**src/rtl/p2l_pkg.sv**
```systemverilog
// p2l_pkg: shared state encoding and mode constants for the pulse-to-level converter
package p2l_pkg;
  typedef enum logic [1:0] {
    IDLE   = 2'd0,
    HIGH   = 2'd1,
    GAP    = 2'd2,
    T_HIGH = 2'd3
  } p2l_state_t;
  localparam logic MODE_STRETCH = 1'b0;
  localparam logic MODE_TOGGLE  = 1'b1;
endpackage

```
**src/rtl/sat_updown_counter.sv**
```systemverilog
// sat_updown_counter: up/down counter that sticks at both ends and flags increments lost at the top
module sat_updown_counter #(
  parameter int W = 4
) (
  input  logic         clk,
  input  logic         reset,
  input  logic         inc,
  input  logic         dec,
  output logic [W-1:0] count,
  output logic         sat_hit
);
  localparam logic [W-1:0] MAX = '1;
  localparam logic [W-1:0] ONE = {{(W-1){1'b0}}, 1'b1};
  logic up, dn;
  assign up      = inc & ~dec;
  assign dn      = dec & ~inc;
  assign sat_hit = up && count == MAX;
  always_ff @(posedge clk or posedge reset)
    if (reset)
      count <= '0;
    else if (up && count != MAX)
      count <= count + ONE;
    else if (dn && count != '0)
      count <= count - ONE;
endmodule

```
**src/rtl/pulse_to_level_converter.sv**
```systemverilog
// pulse_to_level_converter: stretches request pulses into timed levels with queued retrigger,
// or toggles the level per pulse
module pulse_to_level_converter
  import p2l_pkg::*;
#(
  parameter int HOLD_W     = 8,
  parameter int GAP_CYCLES = 1,
  parameter int PEND_W     = 4
) (
  input  logic              clk,
  input  logic              reset,
  input  logic              pulse_in,
  input  logic [HOLD_W-1:0] hold_len,
  input  logic              mode,
  input  logic              clr_ovf,
  output logic              level_out,
  output logic              busy,
  output logic [PEND_W-1:0] pending_cnt,
  output logic              overflow
);
  localparam logic [HOLD_W-1:0] HOLD_ONE = {{(HOLD_W-1){1'b0}}, 1'b1};
  localparam logic [7:0]        GAP_LOAD = 8'(GAP_CYCLES);
  p2l_state_t        state, nxt;
  logic [HOLD_W-1:0] hold_cnt, hold_nxt, hold_load;
  logic [7:0]        gap_cnt, gap_nxt;
  logic              inc, dec, sat_hit;
  // a zero hold length still produces a visible one-cycle level
  assign hold_load = (hold_len == '0) ? HOLD_ONE : hold_len;
  sat_updown_counter #(.W(PEND_W)) u_pend (
    .clk    (clk),
    .reset  (reset),
    .inc    (inc),
    .dec    (dec),
    .count  (pending_cnt),
    .sat_hit(sat_hit)
  );
  always_comb begin
    nxt      = state;
    hold_nxt = hold_cnt;
    gap_nxt  = gap_cnt;
    inc      = 1'b0;
    dec      = 1'b0;
    case (state)
      IDLE:
        if (pulse_in) begin
          nxt      = (mode == MODE_TOGGLE) ? T_HIGH : HIGH;
          hold_nxt = (mode == MODE_TOGGLE) ? hold_cnt : hold_load;
        end
      HIGH: begin
        inc      = pulse_in;
        hold_nxt = hold_cnt - HOLD_ONE;
        if (hold_cnt <= HOLD_ONE) begin
          nxt     = GAP;
          gap_nxt = GAP_LOAD;
        end
      end
      GAP: begin
        gap_nxt = gap_cnt - 8'd1;
        if (gap_cnt > 8'd1)
          inc = pulse_in;
        else if (pending_cnt != '0) begin
          // queued work is served first; a new pulse here just joins the queue
          nxt      = HIGH;
          hold_nxt = hold_load;
          dec      = 1'b1;
          inc      = pulse_in;
        end else if (pulse_in) begin
          nxt      = HIGH;
          hold_nxt = hold_load;
        end else
          nxt = IDLE;
      end
      T_HIGH:
        if (pulse_in || mode == MODE_STRETCH)
          nxt = IDLE;
      default: nxt = IDLE;
    endcase
  end
  always_ff @(posedge clk or posedge reset)
    if (reset) begin
      state     <= IDLE;
      hold_cnt  <= '0;
      gap_cnt   <= '0;
      level_out <= 1'b0;
      busy      <= 1'b0;
      overflow  <= 1'b0;
    end else begin
      state     <= nxt;
      hold_cnt  <= hold_nxt;
      gap_cnt   <= gap_nxt;
      level_out <= nxt == HIGH || nxt == T_HIGH;
      busy      <= nxt == HIGH || nxt == GAP;
      overflow  <= sat_hit ? 1'b1 : clr_ovf ? 1'b0 : overflow;
    end
endmodule

```
**config.mk**
```make
export PLATFORM = sky130hd
export DESIGN_NAME = pulse_to_level_converter
export DESIGN_NICKNAME = d
export VERILOG_FILES = /design/src/rtl/p2l_pkg.sv /design/src/rtl/sat_updown_counter.sv /design/src/rtl/pulse_to_level_converter.sv
export SDC_FILE = /design/constraint.sdc
export NUM_CORES = 1
export LEC_CHECK = 0
export ABC_AREA = 1
export BUFFER_PORTS_ARGS = -buffer_cell sky130_fd_sc_hd__buf_2
export CAP_MARGIN = 15
export CELL_PAD_IN_SITES_DETAIL_PLACEMENT = 1
export CELL_PAD_IN_SITES_GLOBAL_PLACEMENT = 1
export CORE_UTILIZATION = 46
export DETAILED_ROUTE_END_ITERATION = 8
export HOLD_SLACK_MARGIN = 0.03
export PLACE_DENSITY = 0.87
export SLEW_MARGIN = 20
export SYNTH_ARGS = -nofsm -noshare
export SYNTH_HDL_FRONTEND = slang
export SYNTH_SLANG_ARGS = --single-unit
```
**constraint.sdc**
```tcl
create_clock -name clk -period 6.01 [get_ports clk]
set_input_delay 0.601 -clock clk [delete_from_list [all_inputs] [get_ports clk]]
set_output_delay 0.601 -clock clk [all_outputs]
set_load 0.005 [all_outputs]
```
---- Yosys cells after proc, flatten, opt, wreduce, memory -nomap -nowiden ----
Index checks and enable logic that the tools add are counted.
storage, ports and cells
  bits in registers ....................... 25
  bits of input ports ..................... 13
  output and inout bits ................... 7
cells by class
  bitwise operators ....................... 5
  eq/ne operators ......................... 13
  reduce and logical (&&, ||, !) cells .... 15
  $lt $le $gt $ge ......................... 2
  add/subtract/negate cells ............... 4
  muxes and demuxes ....................... 27
operators with widths
  operator                                                        number
  2-to-1 mux 8 bit                                                7
  case mux 8 bit (3 select lines)                                 1
  case mux 8 bit (2 select lines)                                 1
  subtractor 8 x 1 -> 8 bit, second input constant                2
  2-to-1 mux 2 bit                                                5
  2-to-1 mux 1 bit                                                9
  equality test 2 bit, second input constant                      4
  greater-than comparator 8 x 1 -> 1 bit, second input constant   1
  less-or-equal comparator 8 x 1 -> 1 bit, second input constant  1
  logical NOT 8 bit                                               1
  2-to-1 mux 4 bit                                                2
  != test 2 bit, second input constant                            4
  case mux 2 bit (4 select lines)                                 1
  nonzero test 2 bit                                              3
  AND reduction 5 bit                                             1
  adder 4 x 1 -> 4 bit, second input constant                     1
  equality test 2 x 1 -> 1 bit, second input constant             2
  equality test 4 bit, second input constant                      1
  != test 4 bit, second input constant                            1
  nonzero test 4 bit                                              1
  subtractor 4 x 1 -> 4 bit, second input constant                1
  logical AND 1 bit                                               3
  logical OR 1 bit                                                3
  != test 3 bit, second input constant                            1
  other kinds (6)                                                 9

---- Depth between registers and ports, before layout ----
  word-level depth ........................ 9
  depth in mapped cells ................... 17

---- Cells and area by module ----
Synthesis repeated with hierarchy kept, for this count alone.
unflattened totals
  cell total of the unflattened synthesis .. 279
  area total of the unflattened synthesis .. 1930.6 um^2
by module, submodules not included
  module                    cells an instance  sequential area each (um^2)  times used  area each (um^2)
  pulse_to_level_converter  231                525.5                        1           1594.0
  sat_updown_counter        48                 100.1                        1           336.6

---- Least setup slack after synthesis ----
No wires, ideal clock.
  kind .................................... register to register
  start point ............................. reg state[0]
  end point ............................... reg u_pend.count[3]
  period minus slack after synthesis ...... 2.276 ns
  buffers on the path ..................... 1
  stages on the path, launching flop included .. 17
  path slack .............................. 3.734 ns
  data arrival time ....................... 2.159 ns
  cells stage by stage .................... dfrtp_1 inv_1 ha_1 clkbuf_2 inv_1 nor2_1 nand2_1 nand4_2 ha_1 nand2_1 nand2_1 a31oi_1 inv_1 nand2_1 nand2_1 nand2_1 nand2_1
on the way
  cells in the longest elaborated chain, start to end .. 6
RTL lines
  what                                                                     line                                                source
  start: declaration                                                       pulse_to_level_converter.sv:23                      p2l_state_t state, nxt;
  start signal: assignment                                                 pulse_to_level_converter.sv:88                      state <= nxt;
  equality test 2 bit or equality test 2 x 1 -> 1 bit (tied branches)      pulse_to_level_converter.sv:43                      case (state)
  case mux 1 bit (2 select lines) or 2-to-1 mux 1 bit (tied branches)      pulse_to_level_converter.sv:43
  inverter 1 bit (on tied branches)                                        sat_updown_counter.sv:16, sat_updown_counter.sv:15
  bitwise AND 1 bit (on tied branches)                                     sat_updown_counter.sv:16, sat_updown_counter.sv:15
  logical AND 1 bit (on tied branches)                                     sat_updown_counter.sv:23, sat_updown_counter.sv:21
  nonzero test 2 bit (no source line) or 2-to-1 mux 4 bit (tied branches)  --
  end signal: assignment                                                   sat_updown_counter.sv:22                            count <= count + ONE;
  end signal: assignment                                                   sat_updown_counter.sv:24                            count <= count - ONE;
  end: declaration                                                         sat_updown_counter.sv:9                             output logic [W-1:0] count,
Several ways; a longest one is shown, not always the timed one.
A chain may end at the register's enable or synchronous reset.

---- Worst setup path in the final report ----
Ends and elaborated chain as after synthesis.

==> reports/results.tsv <==
metric	value	unit
final instance area	1960	um2
CORE AREA	3660	um2
fraction of layout instances using a drive strength above 1	17.1	%
Final setup viols	0	
CTS tree	done	
Congestion Overflow GR	0	
mux cell area share after synthesis	0	%
f_max	384	MHz
flops & latches, synth	25	
CP Launch Type	flop	
cts hold-fix bufs	0	
via count	1598	
Critical Path End Type	flop	
Post-Syn Area	1770	um2
RePlAce Congestion	0.836	
reg-to-reg slack, setup	3.41	ns
status	finished, final reports clean	
post-synthesis average cell area	7.46	um2
first-pass GRT wire length	7420	um
Initial Utilization	48.3	%
post-route ant nets	0	
antenna violations before repair	0	
Seq/Total Area, Yosys	35.4	%
cell count after synthesis	237	
launch point of the worst path	state[0]$_DFF_PP0_	
EDFF count, synth	0	
Total Wirelength	4230	um
RSZ-0062 raised after global routing	false	
Inserted Clock Buffers	3	
Max Clock Skew	0.00582	ns
Yosys top cell area share	35.4	%
min cycle time layout	2.60	ns
post-synth cell types	30	
clock slew at reported path FFs	0.10	ns
worst r2r src	state[0]$_DFF_PP0_	
sum of negative setup slack	0	ns
row count	22	
CTS H-tree depth	1	
num ports	20	
gr usage total	23.7	%
Die Wd	64.0	um
port bufs	19	
most instantiated library cell after synthesis	nand2_1	
area fraction in compound gates after synthesis	13.5	%
Synth Flop Type	dfrtp_1	
# DRC	0	
Mapped Nets	265	
HP Class	input port to asynchronous set/reset pin	
Peak VDD IR	0.226	mV
largest net degree at the start of global routing	26	
ranking of synthesized cells by area	dfrtp_1 (35%), nand2_1 (12%), ha_1 (9.9%)	
P_leak	0.000992	uW
mean routed wirelength per cell	13.9	um
worst-margin pin slew	0.547	ns
Pwr Density	568	nW/um2
Slew HR	63.5	%
dpl cell area	1910	um2
Die ar.	4100	um2
Synth Area in Adders	11.0	%
Initial DRC Count	100	
WS Path Type	flop to flop	
worst path arrival time	2.79	ns
first-pass iteration count of the detailed router	4	
period utilisation layout	43.3	%
fill count	479	
HPWL after DPL	3270	um
DR vias/cell	5.24	
Nets	286	
TritonCTS Sinks	25	
Post-Synth XOR/XNOR Area	2.97	%
Diodes inserted	0	
vias in the first global route	1614	
buffer count from post-CTS setup fixing	0	
largest family of logic cells by synthesized area	simple AND/OR/NAND/NOR gates	
hold violation total from the final report	0	
maximum clock path buffer count	2	
yosys synthesis warning count	0	
Post-CTS Resized	0	
Async S/R FF share, synth	100	%
chip height	64.0	um
Critical Path RT	6.20	ns
reg2reg path depth	15	
Slew Limit Fails	0	
most common library cells after synthesis	nand2_1 (56), inv_1 (32), nor2_1 (26), dfrtp_1 (25), o21ai_0 (17)	
RR Endpoint	u_pend.count[3]$_DFFE_PP0P_	
max cap viols	0	
Clock Tree Root	clkbuf_8	
Synth area leader	dfrtp_1	
area delta synth->final	10.7	%
maximum fanout along the worst path	8	
Skew-Pair Late Insertion Delay	0.28	ns
Synth Area in Simple Gates	28.5	%
## sequential cells by signal, indices dropped and copies added (netlist names)
name	flops
gap_cnt	8
hold_cnt	8
u_pend.count	4
state	2
busy	1
level_out	1
overflow	1
## routing by layer
layer / part of all wire [%] / routed length (um) / vias up / global-route usage (%)
met1: 47 / 1990 / 779 / 29.6
met5: 0 / 0 / - / 0
met3: 2.3 / 96 / 5 / 3.75
met4: 1.4 / 60 / 0 / 8.81
li1: - / - / 798 / -
met2: 49 / 2080 / 16 / 40.7
## metrics by stage
step                hold WS [ns]  std cells  util [%]  power (uW)  setup slack, ns
floorplan                  0.453        237         -         837             3.73
global placement           0.479        301      52.1         976             3.49
detailed placement         0.486        301      52.1        1010             3.40
CTS                        0.508        305      53.5        1120             3.38
global route               0.404        305      53.5        1240             3.10
finish                     0.354        305      53.5        1110             3.41
## worst max-delay path: stages (launching register included)
cell	delay, ns
dfrtp_1	0.48
inv_1	0.12
ha_1	0.33
inv_1	0.21
nor2_1	0.07
nand2_1	0.11
nand4_2	0.20
ha_1	0.38
nand2_1	0.08
nand2_1	0.04
a31oi_1	0.18
inv_1	0.06
nand2_1	0.08
nand2_1	0.05
nand2_1	0.05
nand2_1	0.04
## power breakdown
group / internal [uW] / switching (uW) / leakage, uW / total (uW)
sequential: 252 / 84.3 / 0.000311 / 336
combinational: 243 / 426 / 0.000659 / 669
clock: 47.2 / 60.0 / 0.0000217 / 107
total: 542 / 570 / 0.000992 / 1110
## how the worst max path moves through the flow
stage / endpoint / slack, ns / cells after the start
after floorplan: u_pend.count[3]$_DFFE_PP0P_ / 3.73 / 16
after detailed placement: u_pend.count[3]$_DFFE_PP0P_ / 3.40 / 15
final: u_pend.count[3]$_DFFE_PP0P_ / 3.41 / 15
after global routing: u_pend.count[3]$_DFFE_PP0P_ / 3.10 / 15
after global placement: u_pend.count[3]$_DFFE_PP0P_ / 3.49 / 15
after CTS: u_pend.count[3]$_DFFE_PP0P_ / 3.38 / 15
## layout make-up
cell class                      count  area (um2)  area share, %
Multi-Input combinational cell    173         990           50.6
Sequential cell                    25         626           32.0
Inverter                           36         138           7.03
Timing Repair Buffer               19        95.1           4.86
Tap cell                           48        60.1           3.07
Clock buffer                        3        41.3           2.11
Clock inverter                      1        7.51          0.384
## cell families (layout without fill, tap and decap cells)
kind of cell / count (synthesis) / after routing
buf+inv: 39 / 59
simple gates: 110 / 110
flops: 25 / 25
fa+ha+maj: 15 / 15
xor+xnor: 6 / 6
compound gates: 42 / 42
## layout by cell type, fill, tap and decap left out, drive strengths merged
master,instances
nand4,5
clkinvlp,1
xor2,5
o31ai,5
inv,36
xnor2,1
nand3,7
clkbuf,3
ha,14
o22ai,4
a31oi,3
dfrtp,25
or2,3
fa,1
a21oi,7
nor3,4
nor2,30
nand2,61
buf,19
o21ai,23
Power figures use the tool's default switching activity.
